<file path="config.mk">
export PLATFORM = sky130hd
export DESIGN_NAME = pipe_delay_line
export DESIGN_NICKNAME = d
export VERILOG_FILES = /design/src/rtl/pipe_delay_line.sv
export SDC_FILE = /design/constraint.sdc
export NUM_CORES = 1
export LEC_CHECK = 0
export CAP_MARGIN = 20
export CORE_MARGIN = 3
export CORE_UTILIZATION = 59
export DETAILED_ROUTE_END_ITERATION = 6
export HOLD_SLACK_MARGIN = 0.15
export PLACE_DENSITY = 0.81
export RECOVER_POWER = 25
export SYNTH_ARGS = -nofsm -noshare
export SYNTH_HDL_FRONTEND = slang
export SYNTH_SLANG_ARGS = --single-unit
</file>
<file path="constraint.sdc">
create_clock -name clk -period 3.3 [get_ports clk]
set_input_delay 0.495 -clock clk [delete_from_list [all_inputs] [get_ports clk]]
set_output_delay 0.495 -clock clk [all_outputs]
set_load 0.005 [all_outputs]
</file>
<file path="src/rtl/pipe_delay_line.sv">
// pipe_delay_line: multi-channel delay line with valid tracking, stall, flush
// and a per-cycle selectable output tap (latency 1..MAX_DELAY).
// Optional feature macro: PIPE_DELAY_PARITY_EN adds per-channel even parity
// storage and the parity_err output.
module pipe_delay_line #(
  parameter int unsigned BIT_WIDTH = 8,
  parameter int unsigned CHANNELS  = 4,
  parameter int unsigned MAX_DELAY = 8,
  parameter int unsigned DELAY_W   = $clog2(MAX_DELAY + 1)
) (
  input  logic                          clk,
  input  logic                          rst_n,
  input  logic                          en_n,
  input  logic                          flush,
  input  logic [DELAY_W-1:0]            delay_sel,
  input  logic                          valid_in,
  input  logic [BIT_WIDTH*CHANNELS-1:0] dataIn,
  output logic                          valid_out,
  output logic [BIT_WIDTH*CHANNELS-1:0] dataOut,
  output logic [DELAY_W-1:0]            inflight
`ifdef PIPE_DELAY_PARITY_EN
  ,
  output logic [CHANNELS-1:0]           parity_err
`endif
);

  localparam int unsigned DATA_W = BIT_WIDTH * CHANNELS;

  logic [MAX_DELAY-1:0]             stage_valid;
  logic [MAX_DELAY-1:0][DATA_W-1:0] stage_data;
  logic [DELAY_W-1:0]               tap_sel;

  // Map requested latency to a tap index, clamping 0 up to 1 and large values to MAX_DELAY
  always_comb begin
    tap_sel = delay_sel - DELAY_W'(1);
    if (delay_sel == '0) begin
      tap_sel = '0;
    end else if (delay_sel > DELAY_W'(MAX_DELAY)) begin
      tap_sel = DELAY_W'(MAX_DELAY - 1);
    end
  end

  // Output tap mux straight from the stage registers, no extra latency
  always_comb begin
    valid_out = 1'b0;
    dataOut   = '0;
    for (int i = 0; i < int'(MAX_DELAY); i++) begin
      if (tap_sel == DELAY_W'(i)) begin
        valid_out = stage_valid[i];
        dataOut   = stage_data[i];
      end
    end
  end

  // Stage shift register and in-flight counter; reset and flush both clear everything
  always_ff @(posedge clk) begin
    if (!rst_n || flush) begin
      stage_valid <= '0;
      stage_data  <= '0;
      inflight    <= '0;
    end else if (!en_n) begin
      stage_valid[0] <= valid_in;
      stage_data[0]  <= dataIn;
      for (int i = 1; i < int'(MAX_DELAY); i++) begin
        stage_valid[i] <= stage_valid[i-1];
        stage_data[i]  <= stage_data[i-1];
      end
      inflight <= inflight + DELAY_W'(valid_in) - DELAY_W'(stage_valid[MAX_DELAY-1]);
    end
  end

`ifdef PIPE_DELAY_PARITY_EN
  logic [MAX_DELAY-1:0][CHANNELS-1:0] stage_par;
  logic [CHANNELS-1:0]                tap_par;

  // Even parity per channel slice
  function automatic logic [CHANNELS-1:0] calc_parity(input logic [DATA_W-1:0] d);
    logic [CHANNELS-1:0] p;
    for (int c = 0; c < int'(CHANNELS); c++) begin
      p[c] = ^d[c*BIT_WIDTH +: BIT_WIDTH];
    end
    return p;
  endfunction

  // Parity bits travel alongside the data stages
  always_ff @(posedge clk) begin
    if (!rst_n || flush) begin
      stage_par <= '0;
    end else if (!en_n) begin
      stage_par[0] <= calc_parity(dataIn);
      for (int i = 1; i < int'(MAX_DELAY); i++) begin
        stage_par[i] <= stage_par[i-1];
      end
    end
  end

  // Select stored parity of the active tap
  always_comb begin
    tap_par = '0;
    for (int i = 0; i < int'(MAX_DELAY); i++) begin
      if (tap_sel == DELAY_W'(i)) begin
        tap_par = stage_par[i];
      end
    end
  end

  // Report mismatches only for valid output words
  always_comb begin
    parity_err = '0;
    if (valid_out) begin
      parity_err = tap_par ^ calc_parity(dataOut);
    end
  end
`endif

endmodule
</file>
==> impl_metrics.env <==
export IMPL_pwr_share_seq=0.438
export IMPL_critPathArrivalTime_ps=2760
export IMPL_synthSimpleGateAreaFrac=0.108
export IMPL_dp_hpwl_mm=17.0
export IMPL_hold_path_end="inflight[3]"
export IMPL_coreArea_um2=18300
export IMPL_worst_setup_path_start_kind="primary input"
export IMPL_maxCapViolations=1
export IMPL_avgSynthCellArea_um2=9.85
export IMPL_path_cells="buf_2, inv_2, ha_2, or3b_4, a2111oi_4, clkbuf_16, buf_8, buf_4, a22o_1, a221oi_1, a21oi_1, buf_4, buf_6"
export IMPL_ios=78
export IMPL_cts_tree="done"
export IMPL_drive_above_1_share=0.159
export IMPL_setup_ws_ps=48.8
export IMPL_grt_overflow=0
export IMPL_clkPwrFrac=0.472
export IMPL_netlist_cell_type_count=45
export IMPL_cts_hold_buf=0
export IMPL_hold_viol=0
export IMPL_diodes=0
export IMPL_synth_warnings=0
export IMPL_seqCellArea_um2=5370
export IMPL_dp_slack_ps=-630
export IMPL_rows=49
export IMPL_synthMuxAreaShare=0.238
export IMPL_synth_flop_cell="dfxtp_1"
export IMPL_wl_per_cell_um=19.1
export IMPL_synth_area_um2=11200
export IMPL_p_leak_nw=5.86
export IMPL_drt_initial_drc_count=616
export IMPL_final_nets=1294
export IMPL_synth_top_family_by_area="multiplexers"
export IMPL_cts_htree_levels=1
export IMPL_max_stage_delay_ps=450
export IMPL_hold_path_class="flop to flop"
export IMPL_skew_ps=13.1
export IMPL_grt_pass1_vias=8758
export IMPL_io_buffers=77
export IMPL_synth_xor_area_frac=0.00236
export IMPL_critPathMaxFanout=5
export IMPL_ys_seq_elements=268
export IMPL_max_clock_freq_ghz=0.308
export IMPL_grt_max_degree=71
export IMPL_min_delay_start="inflight[3]"
export IMPL_fin_crit_ps=3250
export IMPL_path_class="primary input to primary output"
export IMPL_worstMarginPinSlew_ps=2340
export IMPL_outcome="finished with violations"
export IMPL_cts_buffers_inserted=27
export IMPL_cts_root_buffer="clkbuf_16"
export IMPL_area_growth_pct=25.8
export IMPL_clkSinkCount=268
export IMPL_syn_nets=1179
export IMPL_netlist_instances=1132
export IMPL_place_gp_congestion=0.835
export IMPL_num_vias=8995
export IMPL_drv_slew=50
export IMPL_seq_area_frac_synth=0.481
export IMPL_ys_async_sr_fraction=0
export IMPL_finalSetupViolCount=0
export IMPL_stdcell_area_um2=14000
export IMPL_hold_depth=2
export IMPL_endpoint_kind="primary output"
export IMPL_clk_path_buf_depth=3
export IMPL_dieHeight_um=144
export IMPL_fp_dieArea_um2=20600
export IMPL_start_util=0.611
export IMPL_r2r_start="inflight[0]"
export IMPL_drtAntennaViolNets=0
export IMPL_grt_usage=0.270
export IMPL_cts_reportedPaths_clkPinSlew_ps=60
export IMPL_path_common_cell="buf_4"
export IMPL_utilization=0.768
export IMPL_n_fill_cell=1140
export IMPL_required_ps=2800
export IMPL_critPathLaunch="delay_sel[0]"
export IMPL_synth_edf_count=0
export IMPL_drt_first_pass_iters=5
export IMPL_pwr_share_comb=0.091
export IMPL_synth_compound_area_frac=0.126
export IMPL_drc=0
export IMPL_failed_checks="max-capacitance violations, max-slew violations"
export IMPL_vias_per_cell=6.01
export IMPL_p_total_w=0.00748
export IMPL_tns_ps=0
export IMPL_place_area_um2=12800
export IMPL_ff2ff_setup_slack_ps=1350
export IMPL_die_x_um=144
export IMPL_grt_pass1_wl_mm=45.4
export IMPL_slowest_stage="a2111oi_4"
export IMPL_fin_crit_sh=0.985
export IMPL_totalWireLength_mm=28.5
export IMPL_ir_worst_vdd_v=0.000398
export IMPL_insertion_delay_ps=530
export IMPL_antenna_found_initial=1
export IMPL_sw_frac_of_total=0.220
export IMPL_internal_power_w=0.00583
export IMPL_slew_headroom=-0.560
export IMPL_synth_fa_ha_area_frac=0.00740
export IMPL_power_density_nw_per_um2=533
export IMPL_switching_power_w=0.00164
export IMPL_r2r_worst_path_cells=10
export IMPL_reg2reg_to="inflight[2]"
export IMPL_multi_input_area_um2=5480
power groups by stage:
stage                     combinational, W  clock [W]  sequential [W]
after floorplan                   0.000356          0         0.00333
after global placement            0.000656          0         0.00334
after detailed placement          0.000662          0         0.00334
after CTS                         0.000671    0.00355         0.00327
after global routing              0.000716    0.00370         0.00327
final                             0.000680    0.00353         0.00327
cell usage in the layout (no fill, tap or decap), drive strengths merged, types with 10 or more instances in the layout:
cell,netlist,layout
o221ai,10,10
nor2,277,277
clkdlybuf4s50,0,38
buf,35,118
nand2,10,10
dfxtp,268,268
a221oi,38,38
a21oi,40,40
o22ai,27,27
mux2i,265,265
clkbuf,60,47
a221o,17,17
a22o,25,25
area by class of cell:
cell class,instances,area share
Clock buffer,36,0.0548
Tap cell,229,0.0204
Inverter,9,0.00241
Sequential cell,268,0.382
Clock inverter,13,0.0194
Timing Repair Buffer,181,0.131
Multi-Input combinational cell,760,0.390
routing by layer:
layer	part of all wire	up-vias	track usage	wire length, µm
li1	-	4272	-	-
met1	0.43	4377	0.352	12400
met2	0.48	272	0.460	13800
met3	0.054	72	0.0409	1540
met4	0.027	2	0.0927	758
met5	0.00046	-	0	13
worst max-delay path by stage:
stage,to,slack (ps)
after floorplan,dataOut[13],420
after global placement,dataOut[2],-600
after detailed placement,dataOut[2],-630
after CTS,dataOut[12],8
after global routing,dataOut[25],-20
final,dataOut[9],50
state kept, by name (all words and copies together) (netlist names):
signal and cells:
inflight 4, stage_valid 8, stage_data 256
metrics by stage:
step	std cells	hold slack (ps)
2_1_floorplan	1132	465
3_3_place_gp	1423	475
3_5_place_dp	1423	483
4_1_cts	1496	496
5_1_grt	1496	521
6_report	1496	492
kinds of logic after synthesis:
logic type                 after synthesis
and+or+nand+nor                        303
xor gates and xnor gates                 3
AOI/OAI and AO/OA                      183
DFF                                    268
muxes                                  265
adders and majority gates                6
buffers and inverters                  104
what timing repair did:
action | 4_1_cts | 5_1_grt
endpoints found under the hold margin | 0 | 0
setup endpoints to repair | 33 | 32
cloned | 2 | 0
pin swaps | 34 | 22
gates resized for setup | 101 | 34
setup buffers | 22 | 1
synth_stat cells (all sizes together) (2+ instances only):
| library cell | count | area [µm²] |
|---|---|---|
| a211oi | 2 | 20.0 |
| a21boi | 2 | 15.0 |
| a21o | 2 | 15.0 |
| a21oi | 40 | 204 |
| a221o | 17 | 170 |
| a221oi | 38 | 333 |
| a22o | 25 | 219 |
| a22oi | 7 | 52.6 |
| a311oi | 7 | 61.3 |
| buf | 35 | 154 |
| clkbuf | 60 | 226 |
| dfxtp | 268 | 5370 |
| ha | 5 | 62.6 |
| inv | 9 | 33.8 |
| mux2i | 265 | 2650 |
| nand2 | 10 | 37.5 |
| nand2b | 6 | 37.5 |
| nor2 | 277 | 1040 |
| o221ai | 10 | 87.6 |
| o22ai | 27 | 169 |
| or3b | 2 | 20.0 |
| xor2 | 2 | 17.5 |
critical path, delay by kind of cell:
family | cells | cell delay [ps]
AO/OA/AOI/OAI | 4 | 850
AND/OR/NAND/NOR | 1 | 400
buffers and inverters | 7 | 840
adder cells (fa/ha/maj) | 1 | 180
No activity file was read; power rests on OpenSTA's default activity.
